### config.mk
export PLATFORM = sky130hd
export DESIGN_NAME = traffic_light_monitor
export DESIGN_NICKNAME = d
export VERILOG_FILES = /design/src/rtl/traffic_light_monitor.sv
export SDC_FILE = /design/constraint.sdc
export NUM_CORES = 1
export LEC_CHECK = 0
export ABC_AREA = 1
export BUFFER_PORTS_ARGS = -buffer_cell sky130_fd_sc_hd__clkbuf_2
export CAP_MARGIN = 20
export CORE_MARGIN = 2
export CORE_UTILIZATION = 66
export CTS_CLUSTER_DIAMETER = 50
export DETAILED_ROUTE_END_ITERATION = 8
export GPL_ROUTABILITY_DRIVEN = 1
export PLACE_DENSITY = 0.86
export SLEW_MARGIN = 0
export SYNTH_ARGS = -nofsm -noshare
export SYNTH_HDL_FRONTEND = slang
export SYNTH_SLANG_ARGS = --single-unit
### constraint.sdc
create_clock -name clk -period 4.8 [get_ports clk]
set_clock_uncertainty 0.2 [all_clocks]
set_input_delay 1.44 -clock clk [delete_from_list [all_inputs] [get_ports clk]]
set_output_delay 1.44 -clock clk [all_outputs]
set_load 0.01 [all_outputs]
### src/rtl/traffic_light_monitor.sv
`default_nettype none
// ============================================================================
//  Module      : traffic_light_monitor
//  Description : Passive checker for a two-road (highway / country) traffic
//                light controller. Flags conflicting greens, illegal codes,
//                bad colour sequences, short yellows and missing all-red
//                clearance. Latches the first violation and drives a
//                fail-safe flashing output until cleared.
//  Revision    : 1.0 - initial release
// ============================================================================
module traffic_light_monitor #(
    parameter int MIN_YELLOW = 3,   // legal range 1..255
    parameter int MIN_ALLRED = 1,   // legal range 1..255
    parameter int FLASH_DIV  = 4    // cycles per flash half-period
) (
    input  logic       clk,
    input  logic       clear,
    input  logic [1:0] hwy,
    input  logic [1:0] cntry,
    output logic       fault,
    output logic [2:0] fault_code,
    output logic       flash
);

    // Light encoding shared by both roads
    localparam logic [1:0] c_red    = 2'd0;
    localparam logic [1:0] c_yellow = 2'd1;
    localparam logic [1:0] c_green  = 2'd2;
    localparam logic [1:0] c_bad    = 2'd3;

    // Violation causes; a lower code wins when several apply together
    localparam logic [2:0] c_code_none     = 3'd0;
    localparam logic [2:0] c_code_conflict = 3'd1;
    localparam logic [2:0] c_code_illegal  = 3'd2;
    localparam logic [2:0] c_code_sequence = 3'd3;
    localparam logic [2:0] c_code_short_y  = 3'd4;
    localparam logic [2:0] c_code_no_clear = 3'd5;

    localparam logic [7:0] c_sat        = 8'd255;
    localparam logic [7:0] c_min_yellow = 8'(MIN_YELLOW);
    localparam logic [7:0] c_min_allred = 8'(MIN_ALLRED);
    localparam logic [7:0] c_flash_last = 8'(FLASH_DIV - 1);

    typedef enum logic [1:0] {
        S_INIT  = 2'd0,
        S_ARMED = 2'd1,
        S_FAULT = 2'd2
    } state_t;

    state_t     r_state;
    state_t     w_next_state;

    logic [1:0] r_hwy_prev;
    logic [1:0] r_cntry_prev;
    logic [7:0] r_ycnt_hwy;
    logic [7:0] r_ycnt_cntry;
    logic [7:0] r_allred;
    logic [7:0] r_flash_cnt;

    logic       w_conflict;
    logic       w_illegal;
    logic       w_bad_seq;
    logic       w_short_yellow;
    logic       w_no_clearance;
    logic [2:0] w_viol_code;
    logic       w_violation;
    logic [7:0] w_ycnt_hwy_next;
    logic [7:0] w_ycnt_cntry_next;
    logic [7:0] w_allred_next;

    // Road is showing an active (non-red, legal) aspect
    function automatic logic f_non_red(input logic [1:0] code);
        return (code == c_yellow) || (code == c_green);
    endfunction

    // Only G->Y, Y->R, R->G and "unchanged" are legal; these three are not
    function automatic logic f_bad_step(input logic [1:0] prev, input logic [1:0] cur);
        return ((prev == c_green)  && (cur == c_red))   ||
               ((prev == c_yellow) && (cur == c_green)) ||
               ((prev == c_red)    && (cur == c_yellow));
    endfunction

    // Yellow dwell: restart at 1 on entry, count up while held, else freeze
    function automatic logic [7:0] f_ycnt_next(input logic [1:0] prev,
                                               input logic [1:0] cur,
                                               input logic [7:0] cnt);
        logic [7:0] v;
        v = cnt;
        if (cur == c_yellow) begin
            if (prev != c_yellow) begin
                v = 8'd1;
            end else if (cnt != c_sat) begin
                v = cnt + 8'd1;
            end
        end
        return v;
    endfunction

    // Rule evaluation against the previous sample and pre-update counters
    always_comb begin
        w_conflict     = f_non_red(hwy) && f_non_red(cntry);
        w_illegal      = (hwy == c_bad) || (cntry == c_bad);
        w_bad_seq      = f_bad_step(r_hwy_prev, hwy) || f_bad_step(r_cntry_prev, cntry);
        w_short_yellow = ((r_hwy_prev == c_yellow) && (hwy == c_red) &&
                          (r_ycnt_hwy < c_min_yellow)) ||
                         ((r_cntry_prev == c_yellow) && (cntry == c_red) &&
                          (r_ycnt_cntry < c_min_yellow));
        w_no_clearance = (((r_hwy_prev == c_red) && (hwy == c_green)) ||
                          ((r_cntry_prev == c_red) && (cntry == c_green))) &&
                         (r_allred < c_min_allred);

        w_viol_code = c_code_none;
        if (w_conflict) begin
            w_viol_code = c_code_conflict;
        end else if (w_illegal) begin
            w_viol_code = c_code_illegal;
        end else if (w_bad_seq) begin
            w_viol_code = c_code_sequence;
        end else if (w_short_yellow) begin
            w_viol_code = c_code_short_y;
        end else if (w_no_clearance) begin
            w_viol_code = c_code_no_clear;
        end
        w_violation = (w_viol_code != c_code_none);

        w_ycnt_hwy_next   = f_ycnt_next(r_hwy_prev, hwy, r_ycnt_hwy);
        w_ycnt_cntry_next = f_ycnt_next(r_cntry_prev, cntry, r_ycnt_cntry);
        if ((hwy == c_red) && (cntry == c_red)) begin
            w_allred_next = (r_allred == c_sat) ? c_sat : r_allred + 8'd1;
        end else begin
            w_allred_next = 8'd0;
        end
    end

    // Next-state logic: INIT lasts one sample, ARMED waits for a violation
    always_comb begin
        w_next_state = r_state;
        case (r_state)
            S_INIT:  w_next_state = S_ARMED;
            S_ARMED: w_next_state = w_violation ? S_FAULT : S_ARMED;
            S_FAULT: w_next_state = S_FAULT;
            default: w_next_state = S_INIT;
        endcase
    end

    // State register; clear overrides everything
    always_ff @(posedge clk) begin
        if (clear) begin
            r_state <= S_INIT;
        end else begin
            r_state <= w_next_state;
        end
    end

    // History, dwell counters, latched fault and flash generator
    always_ff @(posedge clk) begin
        if (clear) begin
            r_hwy_prev   <= c_red;
            r_cntry_prev <= c_red;
            r_ycnt_hwy   <= c_sat;
            r_ycnt_cntry <= c_sat;
            r_allred     <= c_sat;
            r_flash_cnt  <= 8'd0;
            fault        <= 1'b0;
            fault_code   <= c_code_none;
            flash        <= 1'b0;
        end else begin
            case (r_state)
                S_INIT: begin
                    // Baseline capture only; counters saturated so no dwell
                    // rule can trip on the first checked transition
                    r_hwy_prev   <= hwy;
                    r_cntry_prev <= cntry;
                    r_ycnt_hwy   <= c_sat;
                    r_ycnt_cntry <= c_sat;
                    r_allred     <= c_sat;
                end
                S_ARMED: begin
                    r_hwy_prev   <= hwy;
                    r_cntry_prev <= cntry;
                    r_ycnt_hwy   <= w_ycnt_hwy_next;
                    r_ycnt_cntry <= w_ycnt_cntry_next;
                    r_allred     <= w_allred_next;
                    if (w_violation) begin
                        fault       <= 1'b1;
                        fault_code  <= w_viol_code;
                        flash       <= 1'b1;
                        r_flash_cnt <= 8'd0;
                    end
                end
                S_FAULT: begin
                    // Outputs frozen; only the flash half-period advances
                    if (r_flash_cnt >= c_flash_last) begin
                        r_flash_cnt <= 8'd0;
                        flash       <= ~flash;
                    end else begin
                        r_flash_cnt <= r_flash_cnt + 8'd1;
                    end
                end
                default: begin
                    r_flash_cnt <= 8'd0;
                end
            endcase
        end
    end

endmodule
`default_nettype wire

==> summary.md <==
| Metric | Value |
|---|---|
| Status | complete, no violations |
| Final Max Tran Viols | 0 |
| Ys Warns | 0 |
| Antenna violations before repair | 0 |
| Root Driver | clkbuf_8 |
| Post-synthesis sequential area ratio | 34.9% |
| Die X | 65.1 µm |
| CTS buffer count | 5 |
| CP startpoint | cntry[1] |
| Worst Path Arrival | 2.92 ns |
| Most frequent cell after synthesis | nand2_1 |
| CTS HTree Levels | 2 |
| Avg Cell Area, Syn | 6.59 µm² |
| Postcts setup bufs | 0 |
| Vias in the first global route | 2,212 |
| Worst Setup End Kind | flip-flop |
| Initial Util | 67.8% |
| Synth top area share | 34.9% |
| Diodes inserted | 0 |
| First-pass GRT wire length | 9290 µm |
| Final instance area | 2630 µm² |
| Pre-Repair DR Iteration Count | 5 |
| 1st-iter DRT viols | 156 |
| Vias/cell | 5.55 |
| Post-CTS Resized | 0 |
| Max IR drop VDD | 0.255 mV |
| Routed Antenna Nets | 0 |
| Port bufs | 10 |
| Leading cell types by total area after synthesis | dfxtp_1, nand2_1, nor2_1 |
| Die Ht | 65.1 µm |
| Gr usage total | 27.6% |
| Max Cap Viol | 0 |
| Total die area | 4240 µm² |
| Crit path to | r_ycnt_cntry[7] |
| Site Rows | 22 |
| R2r startpoint | r_state[1] |
| Critical path fanouts, max | 13 |
| Setup TNS | 0 ns |
| EDFF count, synth | 0 |
| Post-synth top area cell | dfxtp_1 |
| Crit path time final | 2.97 ns |
| Post-route setup slack | 1.83 ns |
| Final Hold Fails | 0 |
| Top FF cell, synth | dfxtp_1 |
| RSZ-0062 raised after global routing | false |
| Post-Synthesis Net Count | 393 |
| Place WS | 1.54 ns |
| Startpoint Class | input port |
| Crit Reg-Reg Endpoint | r_ycnt_cntry[7] |
| Synth async-reset ratio | 0% |
| HP Class | flip-flop to flip-flop |
| Remaining DRCs | 0 |
| Endpoints failing setup | 0 |
| Synth cell count leaders | nand2_1, nor2_1, dfxtp_1, inv_1, nand3_1 |
| Area growth, synth to finish | 6.86% |
| Sink Count | 43 |
| Core Area | 3630 µm² |
| Peak Freq | 337 MHz |
| Nets | 402 |
| Largest net degree at the start of global routing | 27 |
| Post-Syn Instances | 374 |
| R2r setup slk | 2.33 ns |
| Fin crit share | 61.8% |
| Post-CTS Hold Fix Bufs | 0 |
| DPL Wire Length | 3710 µm |
| Synth Register Bits | 43 |
| Worst-margin pin slew | 0.859 ns |
| Worst-skew pair later-pin latency | 0.30 ns |
| Global route overflow | 0 |
| Power per cell area | 389 nW/µm² |
| FF-to-FF path depth | 6 |
| Dpl cell area | 2540 µm² |
| Util after Layout | 72.5% |
| Routed len/inst | 12.2 µm |
| Gpl congestion | 0.886 |
| Total Wirelength | 5280 µm |
| CTS tree | done |
| Clock slew at reported path FFs | 0.08 ns |
| WP data required | 4.75 ns |
| Vias | 2,391 |
| Worst Hold Margin | 0.248 ns |
| Static Leak | 1.33 nW |
| Io pins | 11 |
| Worst Setup Path Type | input port to flip-flop |
| Max_slew headroom | 42.7% |
| Mapped Area | 2460 µm² |
| Synth cell types | 27 |
| Layout cells sized above 1 | 9.92% |
| CTS Buffer Depth | 2 |
sequential cells by signal (all words and copies together), names as in the netlist:
name / flops
r_allred: 8
r_flash_cnt: 8
r_ycnt_cntry: 8
r_ycnt_hwy: 8
fault_code: 3
r_cntry_prev: 2
r_hwy_prev: 2
r_state: 2
fault: 1
flash: 1
layout by cell type, fill, tap and decap left out, drive strengths merged, types with 2 or more instances in the layout:
| master | netlist | routed |
|---|---|---|
| ha | 13 | 13 |
| nor2 | 55 | 55 |
| nand3 | 38 | 38 |
| nor3 | 6 | 6 |
| nand4 | 6 | 6 |
| o21ai | 35 | 35 |
| inv | 48 | 48 |
| nand2 | 87 | 87 |
| dfxtp | 43 | 43 |
| a31oi | 2 | 2 |
| o22ai | 4 | 4 |
| a21oi | 24 | 24 |
| clkbuf | 7 | 16 |
kinds of logic after synthesis:
logic type,Yosys count,share of synthesized area (%)
flip-flops,43,34.9
AO/OA/AOI/OAI,67,14.1
buffers and inverters,57,8.79
AND/OR/NAND/NOR,194,35.6
adder cells (fa/ha/maj),13,6.60
how the worst min path moves through the flow:
stage / depth (start not counted) / endpoint / slack [ns] / start
finish: 2 / r_flash_cnt[2] / 0.25 / r_flash_cnt[2]
global route: 2 / r_flash_cnt[2] / 0.27 / r_flash_cnt[2]
CTS: 2 / r_flash_cnt[2] / 0.25 / r_flash_cnt[2]
detailed placement: 2 / r_flash_cnt[2] / 0.23 / r_flash_cnt[2]
global placement: 2 / r_flash_cnt[2] / 0.23 / r_flash_cnt[2]
floorplan: 2 / r_flash_cnt[2] / 0.21 / r_flash_cnt[2]
worst max-delay path, cell delays in order:
cell and delay [ns]:
clkbuf_2 0.11, inv_1 0.07, ha_1 0.16, nand2_1 0.06
o22ai_1 0.69, inv_1 0.21, nand2_1 0.11, nand3_1 0.07
layout make-up:
type	count	area (µm²)
multi-input combinational	274	1390
fill	306	1000
sequential	43	861
inverter	48	180
clock buffer	6	82.6
tap	48	60.1
timing repair buffer	11	57.6
clock inverter	1	5.00
stage by stage:
stage / total power (W) / std cells
6_report: 0.00102 / 431
5_1_grt: 0.00110 / 431
4_1_cts: 0.00102 / 431
3_5_place_dp: 0.000788 / 424
3_3_place_gp: 0.000776 / 424
2_1_floorplan: 0.000716 / 374
per-layer routing:
metal	track usage [%]	routed length, µm	vias up
li1	-	-	1229
met1	34.7	2500	1087
met2	47.3	2480	68
met3	6.16	236	7
met4	8.59	58	0
met5	0	0	-
power by group:
part,switching (W),internal [W]
Clock,0.000123,0.000113
Combinational,0.000217,0.000111
Sequential,0.0000518,0.000407
Total,0.000392,0.000632
Power figures use the tool's default switching activity.
